## config.mk

```make
export PLATFORM = sky130hd
export DESIGN_NAME = wb_retire_queue
export DESIGN_NICKNAME = d
export VERILOG_FILES = /design/src/rtl/wb_retire_queue.sv
export SDC_FILE = /design/constraint.sdc
export NUM_CORES = 1
export LEC_CHECK = 0
export ABC_CLOCK_PERIOD_IN_PS = 21500
export BUFFER_PORTS_ARGS = -buffer_cell sky130_fd_sc_hd__buf_4
export CORE_ASPECT_RATIO = 0.7
export CORE_MARGIN = 2
export CORE_UTILIZATION = 47
export CTS_CLUSTER_DIAMETER = 60
export DETAILED_ROUTE_END_ITERATION = 8
export PLACE_DENSITY = 0.82
export SLEW_MARGIN = 40
export SYNTH_ARGS = -nofsm -noshare
export SYNTH_HDL_FRONTEND = slang
export SYNTH_SLANG_ARGS = --single-unit
```

## constraint.sdc

```tcl
create_clock -name clk -period 21.5 [get_ports clk]
set_input_delay 4.3 -clock clk [delete_from_list [all_inputs] [get_ports clk]]
set_output_delay 4.3 -clock clk [all_outputs]
set_load 0.03 [all_outputs]
```

## src/rtl/wb_retire_queue.sv

```systemverilog
// Writeback/retire stage: in-order retire queue between MEM and the GPR/CSR/TLB
// commit ports, with exception, ertn and refetch arbitration into one flush.
module wb_retire_queue #(
  parameter int DEPTH     = 2,
  parameter int EXC_W     = 14,
  parameter int CSR_NUM_W = 14
) (
  input  logic                         clk,
  input  logic                         reset,
  input  logic                         mem_to_wb_valid,
  output logic                         wb_allowin,
  input  logic [31:0]                  mem_pc,
  input  logic                         mem_rf_we,
  input  logic [4:0]                   mem_rf_waddr,
  input  logic [31:0]                  mem_rf_wdata,
  input  logic                         mem_csr_re,
  input  logic                         mem_csr_we,
  input  logic [CSR_NUM_W-1:0]         mem_csr_num,
  input  logic [31:0]                  mem_csr_mask,
  input  logic [31:0]                  mem_csr_wvalue,
  input  logic [EXC_W-1:0]             mem_exc,
  input  logic                         mem_ertn,
  input  logic [31:0]                  mem_fault_vaddr,
  input  logic [2:0]                   mem_tlb_op,
  input  logic                         retire_stall,
  output logic                         csr_re,
  output logic [CSR_NUM_W-1:0]         csr_rd_num,
  input  logic [31:0]                  csr_rd_value,
  output logic                         csr_we,
  output logic [CSR_NUM_W-1:0]         csr_wr_num,
  output logic [31:0]                  csr_wr_mask,
  output logic [31:0]                  csr_wr_value,
  output logic                         rf_we,
  output logic [4:0]                   rf_waddr,
  output logic [31:0]                  rf_wdata,
  output logic                         wb_valid,
  output logic [31:0]                  wb_pc,
  output logic [EXC_W-1:0]             wb_exc,
  output logic [31:0]                  wb_fault_vaddr,
  output logic                         ertn_flush,
  output logic                         refetch_flush,
  output logic [31:0]                  refetch_pc,
  output logic                         tlb_wr,
  output logic                         tlb_fill,
  output logic                         tlb_rd,
  output logic                         flush_any,
  output logic [31:0]                  pend_mask,
  output logic [$clog2(DEPTH+1)-1:0]   wb_count
);

  localparam int PTR_W = (DEPTH > 1) ? $clog2(DEPTH) : 1;
  localparam int CNT_W = $clog2(DEPTH + 1);

  function automatic logic [PTR_W-1:0] ptr_inc(input logic [PTR_W-1:0] p);
    if (p == PTR_W'(DEPTH - 1)) ptr_inc = '0;
    else                        ptr_inc = p + PTR_W'(1);
  endfunction

  // CSRs whose update changes translation state seen by already-fetched code.
  function automatic logic is_refetch_csr(input logic [CSR_NUM_W-1:0] n);
    is_refetch_csr = (n == CSR_NUM_W'(32'h000)) || (n == CSR_NUM_W'(32'h018)) ||
                     (n == CSR_NUM_W'(32'h180)) || (n == CSR_NUM_W'(32'h181));
  endfunction

  logic [PTR_W-1:0]     head_p0, tail_p0;
  logic [CNT_W-1:0]     cnt_p0;
  logic [DEPTH-1:0]     vld_p0;

  logic [31:0]          pc_p0      [DEPTH];
  logic                 rf_we_p0   [DEPTH];
  logic [4:0]           waddr_p0   [DEPTH];
  logic [31:0]          wdata_p0   [DEPTH];
  logic                 csr_re_p0  [DEPTH];
  logic                 csr_we_p0  [DEPTH];
  logic [CSR_NUM_W-1:0] csr_num_p0 [DEPTH];
  logic [31:0]          mask_p0    [DEPTH];
  logic [31:0]          wvalue_p0  [DEPTH];
  logic [EXC_W-1:0]     exc_p0     [DEPTH];
  logic                 ertn_p0    [DEPTH];
  logic [31:0]          fault_p0   [DEPTH];
  logic [2:0]           tlb_p0     [DEPTH];
  logic                 refetch_p0 [DEPTH];
  logic                 pend_p0    [DEPTH];

  logic retire, enq, h_exc_nz;

  assign wb_valid   = (cnt_p0 != '0);
  assign retire     = wb_valid & ~retire_stall;
  assign wb_allowin = (cnt_p0 < CNT_W'(DEPTH)) | retire;
  assign enq        = mem_to_wb_valid & wb_allowin & ~flush_any;
  assign wb_count   = cnt_p0;
  assign h_exc_nz   = |exc_p0[head_p0];

  // ---- stage p0: queue storage (data not reset, only control) ----
  always_ff @(posedge clk) begin
    if (enq) begin
      pc_p0[tail_p0]      <= mem_pc;
      rf_we_p0[tail_p0]   <= mem_rf_we;
      waddr_p0[tail_p0]   <= mem_rf_waddr;
      wdata_p0[tail_p0]   <= mem_rf_wdata;
      csr_re_p0[tail_p0]  <= mem_csr_re;
      csr_we_p0[tail_p0]  <= mem_csr_we;
      csr_num_p0[tail_p0] <= mem_csr_num;
      mask_p0[tail_p0]    <= mem_csr_mask;
      wvalue_p0[tail_p0]  <= mem_csr_wvalue;
      exc_p0[tail_p0]     <= mem_exc;
      ertn_p0[tail_p0]    <= mem_ertn;
      fault_p0[tail_p0]   <= mem_fault_vaddr;
      tlb_p0[tail_p0]     <= mem_tlb_op;
      refetch_p0[tail_p0] <= (mem_csr_we & is_refetch_csr(mem_csr_num)) | (|mem_tlb_op);
      pend_p0[tail_p0]    <= mem_rf_we & ~(|mem_exc) & (mem_rf_waddr != 5'd0);
    end
  end

  always_ff @(posedge clk) begin
    if (reset || flush_any) begin
      head_p0 <= '0;
      tail_p0 <= '0;
      cnt_p0  <= '0;
      vld_p0  <= '0;
    end else begin
      // Retire clears before enqueue sets, so a full DEPTH=1 slot stays valid.
      if (retire) begin
        head_p0          <= ptr_inc(head_p0);
        vld_p0[head_p0]  <= 1'b0;
      end
      if (enq) begin
        tail_p0          <= ptr_inc(tail_p0);
        vld_p0[tail_p0]  <= 1'b1;
      end
      case ({enq, retire})
        2'b10:   cnt_p0 <= cnt_p0 + CNT_W'(1);
        2'b01:   cnt_p0 <= cnt_p0 - CNT_W'(1);
        default: cnt_p0 <= cnt_p0;
      endcase
    end
  end

  always_comb begin
    pend_mask = '0;
    for (int i = 0; i < DEPTH; i++) begin
      if (vld_p0[i] && pend_p0[i]) pend_mask = pend_mask | (32'd1 << waddr_p0[i]);
    end
  end

  // ---- stage p1: head commit and flush arbitration (exc > ertn > refetch) ----
  always_comb begin
    csr_re         = 1'b0;
    csr_rd_num     = '0;
    csr_we         = 1'b0;
    csr_wr_num     = '0;
    csr_wr_mask    = '0;
    csr_wr_value   = '0;
    rf_we          = 1'b0;
    rf_waddr       = '0;
    rf_wdata       = '0;
    wb_pc          = '0;
    wb_exc         = '0;
    wb_fault_vaddr = '0;
    ertn_flush     = 1'b0;
    refetch_flush  = 1'b0;
    refetch_pc     = '0;
    tlb_wr         = 1'b0;
    tlb_fill       = 1'b0;
    tlb_rd         = 1'b0;
    flush_any      = 1'b0;
    if (wb_valid) begin
      wb_pc          = pc_p0[head_p0];
      wb_exc         = exc_p0[head_p0];
      wb_fault_vaddr = fault_p0[head_p0];
      csr_rd_num     = csr_num_p0[head_p0];
    end
    if (retire) begin
      if (h_exc_nz) begin
        flush_any = 1'b1;
      end else begin
        rf_we        = rf_we_p0[head_p0] & (waddr_p0[head_p0] != 5'd0);
        rf_waddr     = waddr_p0[head_p0];
        rf_wdata     = csr_re_p0[head_p0] ? csr_rd_value : wdata_p0[head_p0];
        csr_re       = csr_re_p0[head_p0];
        csr_we       = csr_we_p0[head_p0];
        csr_wr_num   = csr_num_p0[head_p0];
        csr_wr_mask  = mask_p0[head_p0];
        csr_wr_value = wvalue_p0[head_p0];
        tlb_wr       = tlb_p0[head_p0][2];
        tlb_fill     = tlb_p0[head_p0][1];
        tlb_rd       = tlb_p0[head_p0][0];
        if (ertn_p0[head_p0]) begin
          ertn_flush = 1'b1;
          flush_any  = 1'b1;
        end else if (refetch_p0[head_p0]) begin
          refetch_flush = 1'b1;
          refetch_pc    = pc_p0[head_p0] + 32'd4;
          flush_any     = 1'b1;
        end
      end
    end
  end

endmodule
```

# Yosys cells after proc, flatten, opt, wreduce, memory -nomap -nowiden
# Memories as Yosys holds them, arrays and structs flattened. A register that Yosys moved wholly into a read port is not among the register bits.
# Cells that the tools add are included.
[totals]
register_bits = 6
latch_bits = 0
ram_bits = 404
rom_bits = 0
input_bits = 236
output_inout_bits = 284
word_cells = 151
mem_count = 15
[memory_table]
columns = ["memory", "words", "word_bits", "read_ports", "rd_clocked_by_memory_dff", "wr", "line_no", "rtl"]
rows = [
  ["fault_p0", 2, 32, 1, 1, 1, "80", "logic [31:0] fault_p0 [DEPTH];"],
  ["mask_p0", 2, 32, 1, 1, 1, "76", "logic [31:0] mask_p0 [DEPTH];"],
  ["pc_p0", 2, 32, 1, 1, 1, "69", "logic [31:0] pc_p0 [DEPTH];"],
  ["wdata_p0", 2, 32, 1, 1, 1, "72", "logic [31:0] wdata_p0 [DEPTH];"],
  ["wvalue_p0", 2, 32, 1, 1, 1, "77", "logic [31:0] wvalue_p0 [DEPTH];"],
  ["csr_num_p0", 2, 14, 1, 1, 1, "75", "logic [CSR_NUM_W-1:0] csr_num_p0 [DEPTH];"],
  ["+9 memories", "-", "-", "-", "-", "-", "-", ""],
]
[classes]
addsub = 5
n_mul = 0
div = 0
magnitude_cmp = 5
eq_ne = 5
shifts = 2
mux = 83
n_bitwise = 16
n_reduce_logical = 16
[ops]
columns = ["op", "n"]
rows = [
  ["32-bit two-way mux", 15],
  ["1-bit by 5-bit << shifter with 32-bit output (first input constant)", 2],
  ["1-bit two-way mux", 56],
  ["14-bit two-way mux", 4],
  ["32-bit by 3-bit adder with 32-bit output (second input constant)", 1],
  ["32-bit bitwise OR", 1],
  ["14-bit by 9-bit equality test with 1-bit output (second input constant)", 2],
  ["14-bit OR reduction", 2],
  ["14-bit by 5-bit equality test with 1-bit output (second input constant)", 1],
  ["14-bit logical NOT", 1],
  ["5-bit two-way mux", 2],
  ["5-bit nonzero test", 2],
  ["1-bit bitwise AND", 7],
  ["2-bit two-way mux", 3],
  ["1-bit logical AND", 4],
  ["1-bit logical OR", 4],
  ["1-bit by 2-bit less-than comparator with 1-bit output (second input constant)", 2],
  ["2-bit one-hot mux with 2 select lines", 1],
  ["2-bit nonzero test", 2],
  ["1-bit NOT", 3],
  ["3-bit OR reduction", 1],
  ["1-bit adder (second input constant)", 2],
  ["2-bit by 1-bit adder with 2-bit output (second input constant)", 1],
  ["2-bit bitwise AND", 1],
  ["9 further kinds", 12],
]

# Logic depth before layout (Yosys ltp)
[logic_depth]
word_depth = 10
depth_mapped = 12
mapped_depth_nobuf = 10

# Worst setup path before layout
# Ideal clock, no wire load.
[synth_path]
path_type = "input -> register"
startpoint = "in retire_stall"
endpoint = "mem csr_num_p0[0][0] (enable)"
setup_ps = 1051
arrival_ps = 19466
required_ps = 20449
path_slack_ps = 983
path_stages = 4
path_buffers = 1
cell_sequence = "a2111o_1 > clkbuf_1 > o22a_1 > nor3b_1"
[synth_between]
elab_chain_len = 7
elab_cells_between_ends = 9
classes_between = "mux (3); bitwise (6)"
[synth_rtl]
columns = ["element", "line_no", "rtl"]
rows = [
  ["start, declared", "25", "input logic retire_stall,"],
  ["1-bit NOT *", "88", "assign retire = wb_valid & ~retire_stall;"],
  ["1-bit bitwise AND *", "88", ""],
  ["1-bit bitwise OR or 1-bit two-way mux (tied branches)", "89, 173", ""],
  ["1-bit bitwise AND or 1-bit NOT (tied branches)", "90", "assign enq = mem_to_wb_valid & wb_allowin & ~flush_any;"],
  ["1-bit bitwise AND *", "90", ""],
  ["1-bit two-way mux *", "96", "if (enq) begin"],
  ["1-bit two-way mux (not written as such) *", "103", "csr_num_p0[tail_p0] <= mem_csr_num;"],
  ["end, declared", "75", ""],
]
# Every way passes the cells marked *; elsewhere a longest branch is shown, timed or not.

# Worst setup path in the final report
[layout_path]
startpoint = "in retire_stall"
endpoint = "out rf_wdata[25]"
[layout_between]
elab_chain_len = 3
[layout_rtl]
columns = ["element", "line_no", "rtl"]
rows = [
  ["1-bit NOT", "88", ""],
  ["1-bit bitwise AND", "88", ""],
  ["32-bit two-way mux", "173", "if (retire) begin"],
  ["end, declared", "35", "output logic [31:0] rf_wdata,"],
]
# No other way between the ends.

==> implementation parameters <==
Parameter                              Value

Setup path
  Critical path endpoint category    output port
  Worst reg-to-reg setup slack    16.81 ns
  Cell mode on critical path    buf_4
  Highest fanout seen on the critical path    56
  Crit-path cells    buf_4 -> a2111o_2 -> buf_4 -> buf_12 -> a211oi_1 -> buf_4
  Dominant delay contributor by cell family on the critical path    compound AO/OA/AOI/OAI gates
  Total stage count of the critical path    6
  Crit Path Class    input port to output port
  Required time of the worst setup path    17.20 ns
  Largest stage delay, worst path    slightly above 0.6 ns
  Data arrival, critical path    6.26 ns
  Worst setup path start    retire_stall
  Depth of the worst register-to-register path    8
  Capture instance of the worst register-to-register path    wvalue_p0[1][10]$_DFFE_PP_
  CP bufs+invs    4
  Slowest cell on the critical path    a2111o_2
  Destination of the critical timing path    rf_wdata[25]
  CP Launch Type    input port

Clock network
  CTS Buffer Depth    3
  Cell at the root of the clock tree    clkbuf_16
  Quantity of hold-fixing buffers added after cts    0
  H-tree levels    2
  Number of gates resized after CTS    0
  Inserted Clock Buffers    41
  Clock-pin slew on the worst setup and hold paths    0.06 ns
  Post-CTS setup repair buffer count    0
  Clock tree from TritonCTS    done
  Clk sink count    411
  Latest clock arrival within the worst-skew pair    0.53 ns

STA
  WHS    roughly 0.57 ns
  Final critical path time including I/O delays and setup    between 10 and 15 ns
  Portion of the clock cycle consumed by the worst path in the final layout    49.10%
  Total negative slack for setup checks    0 ns
  Final clock skew    0.01318 ns
  RSZ-0062 raised after global routing    no
  Number of pins exceeding their max-slew limit in the final report    0
  Fin worst setup slack    10.94 ns
  FMAX    between 0.09 and 0.1 GHz
  Transition time at the pin with the least slew margin    between 0.8 and 0.9 ns
  Worst max-slew margin expressed relative to the limit    between 40% and 50%
  Endpoints failing hold    0
  Setup violation total in the final timing report    0

Detailed routing
  First-pass DRT Iterations    5
  Antenna Nets Post-Route    0
  Vias    12280
  Final wirelength    48790 µm
  Post-detailed-route via-to-cell ratio    around 5.5
  Number of remaining DRC errors    0
  Average wire per standard cell    21.77 µm
  Number of DRC markers after the initial detailed-route iteration    977

Yosys
  Portion of the post-synthesis area used by sequential elements    70.76%
  Mean cell area of the mapped netlist    14.32 µm²
  Distinct cell type count of the synthesized netlist    54
  Post-synthesis register bit count    411
  Most area-hungry cell type in the Yosys netlist    edfxtp_1
  Net count after synthesis    1449
  Most common cell in the synthesized netlist    edfxtp_1
  Top FF cell, synth    edfxtp_1
  Cell types occupying the most area after synthesis    edfxtp_1, mux2i_1, nor2_1
  Area of the mapped netlist    17340 µm²
  Ys Warns    0
  Count of flip-flops with a built-in enable after synthesis    around 400
  Fraction of synthesized cell area taken by the top area cell type    a little over two thirds
  Fraction of synthesis flops using an asynchronous set or reset pin    0%
  Post-synthesis instance total    1211
  Commonest cells in the synthesized netlist    edfxtp_1, nor2_1, mux2i_1, clkbuf_1, a211oi_1

Floorplan
  Chip width    233.6 µm
  Die outline height    164.7 µm
  Count of boundary I/O pins    520
  Area of the core region    36140 µm²
  Row Count    58
  Die ar.    a little under 40000 µm²
  Starting density of the core    47.99%

Placed design
  Half-perimeter wire length after detailed placement    approximately 35000 µm
  Gpl congestion    roughly 0.9
  Placement Cell Area    21780 µm²
  IO Port Bufs    519
  Minimum setup slack after placement    10.75 ns

GRT
  Number of global-route vias before repair    11940
  Wire length of the first global-routing pass    69360 µm
  Number of antenna violations at the first check in global routing    4
  Overall fraction of global-route tracks in use    24.09%
  Largest net degree at the start of global routing    77
  GR Overflow Total    0

Power
  PwrDens    104.4 nW/µm²
  Worst IR Drop VDD    99.12 µV
  Tot Pwr    2.412 mW
  Leakage power total    8.460 nW

Hold path
  Worst hold path class    flip-flop to flip-flop

Finish
  Ratio of cells with drive above 1 in the final layout    around a third
  Post-synthesis to final-layout area growth    33.30%
  Final net count    1965
  Final standard cell area without fillers    23120 µm²

Flow run
  Reported max-cap violation count    0

Run status
  Result of the run    complete, no violations
-- flip-flops by register name, indices dropped and copies added (netlist names), 6 cells and up, named ones only --
signal and flops:
fault_p0 64, mask_p0 64, pc_p0 64, wdata_p0 64, wvalue_p0 64, csr_num_p0 28, exc_p0 28, waddr_p0 10
tlb_p0 6
-- worst register-to-register path, stage by stage (launching register included) --
cell,delay (ns)
dfxtp_4,0.70
nor3b_1,0.28
a22oi_1,0.13
a2111o_2,0.75
buf_4,0.34
o22a_1,0.26
nor2_4,0.46
buf_4,0.65
buf_6,0.67
-- power breakdown --
part	total, mW	switching, mW	internal [mW]
sequential	1.10	0.0461	1.05
combinational	0.616	0.426	0.190
clock	0.698	0.290	0.407
-- how the worst min path moves through the flow --
| stage | cells after the start | endpoint | start |
|---|---|---|---|
| 2_1_floorplan | 2 | flip-flop | head_p0$_SDFFE_PP0P_ |
| 3_3_place_gp | 2 | flip-flop | head_p0$_SDFFE_PP0P_ |
| 3_5_place_dp | 2 | flip-flop | head_p0$_SDFFE_PP0P_ |
| 4_1_cts | 2 | flip-flop | head_p0$_SDFFE_PP0P_ |
| 5_1_grt | 2 | vld_p0[0]$_SDFF_PP0_ | vld_p0[0]$_SDFF_PP0_ |
| 6_report | 2 | flip-flop | head_p0$_SDFFE_PP0P_ |
-- cell families (layout without fill, tap and decap cells) --
kind of cell,count (synthesis),after routing,synth area share (%)
adders and majority gates,2,2,0.1443
buffers and inverters,74,619,1.905
muxes,197,197,11.39
AOI/OAI and AO/OA,110,110,4.423
other,0,5,0
xor gates and xnor gates,20,20,1.010
and+or+nand+nor,397,397,10.37
DFF,411,411,70.76
-- final cells by class --
class / count / area [µm²]
fillers: 2668 / 13020
flip-flops and latches: 411 / 12280
multi-input cells: 726 / 4791
repair buffers: 541 / 4118
clock buffers: 53 / 1091
well taps: 480 / 600.6
clock inverters: 19 / 207.7
inverters: 6 / 22.52
diodes: 5 / 12.51
-- metal layers --
metal,track usage (%),share of wire [%]
met3,5.525,7.9
met2,40.84,50
met5,0,0
met1,29.74,39
met4,10.50,3.7
-- stage by stage --
step                      cells  utilization (%)
after floorplan            1211                -
after global placement     2160            60.06
after detailed placement   2163            60.26
after CTS                  2235            63.85
after global routing       2240            63.96
final                      2241            63.97
-- cells in the final DEF (no fill, tap or decap), types with 7 or more instances in the layout --
cell and count:
mux2i_1 192, nand4_1 8, o22ai_1 32, edfxtp_1 404, nand2_1 31, nor4_1 16
nor2_1 245, clkbuf_1 10, clkbuf_16 41, nand3_1 21, a21oi_1 11, a211oi_1 36
buf_4 533, nand3b_1 7, xnor2_1 15, nor3_1 23
Note: power is estimated with default switching activity, not from simulation.
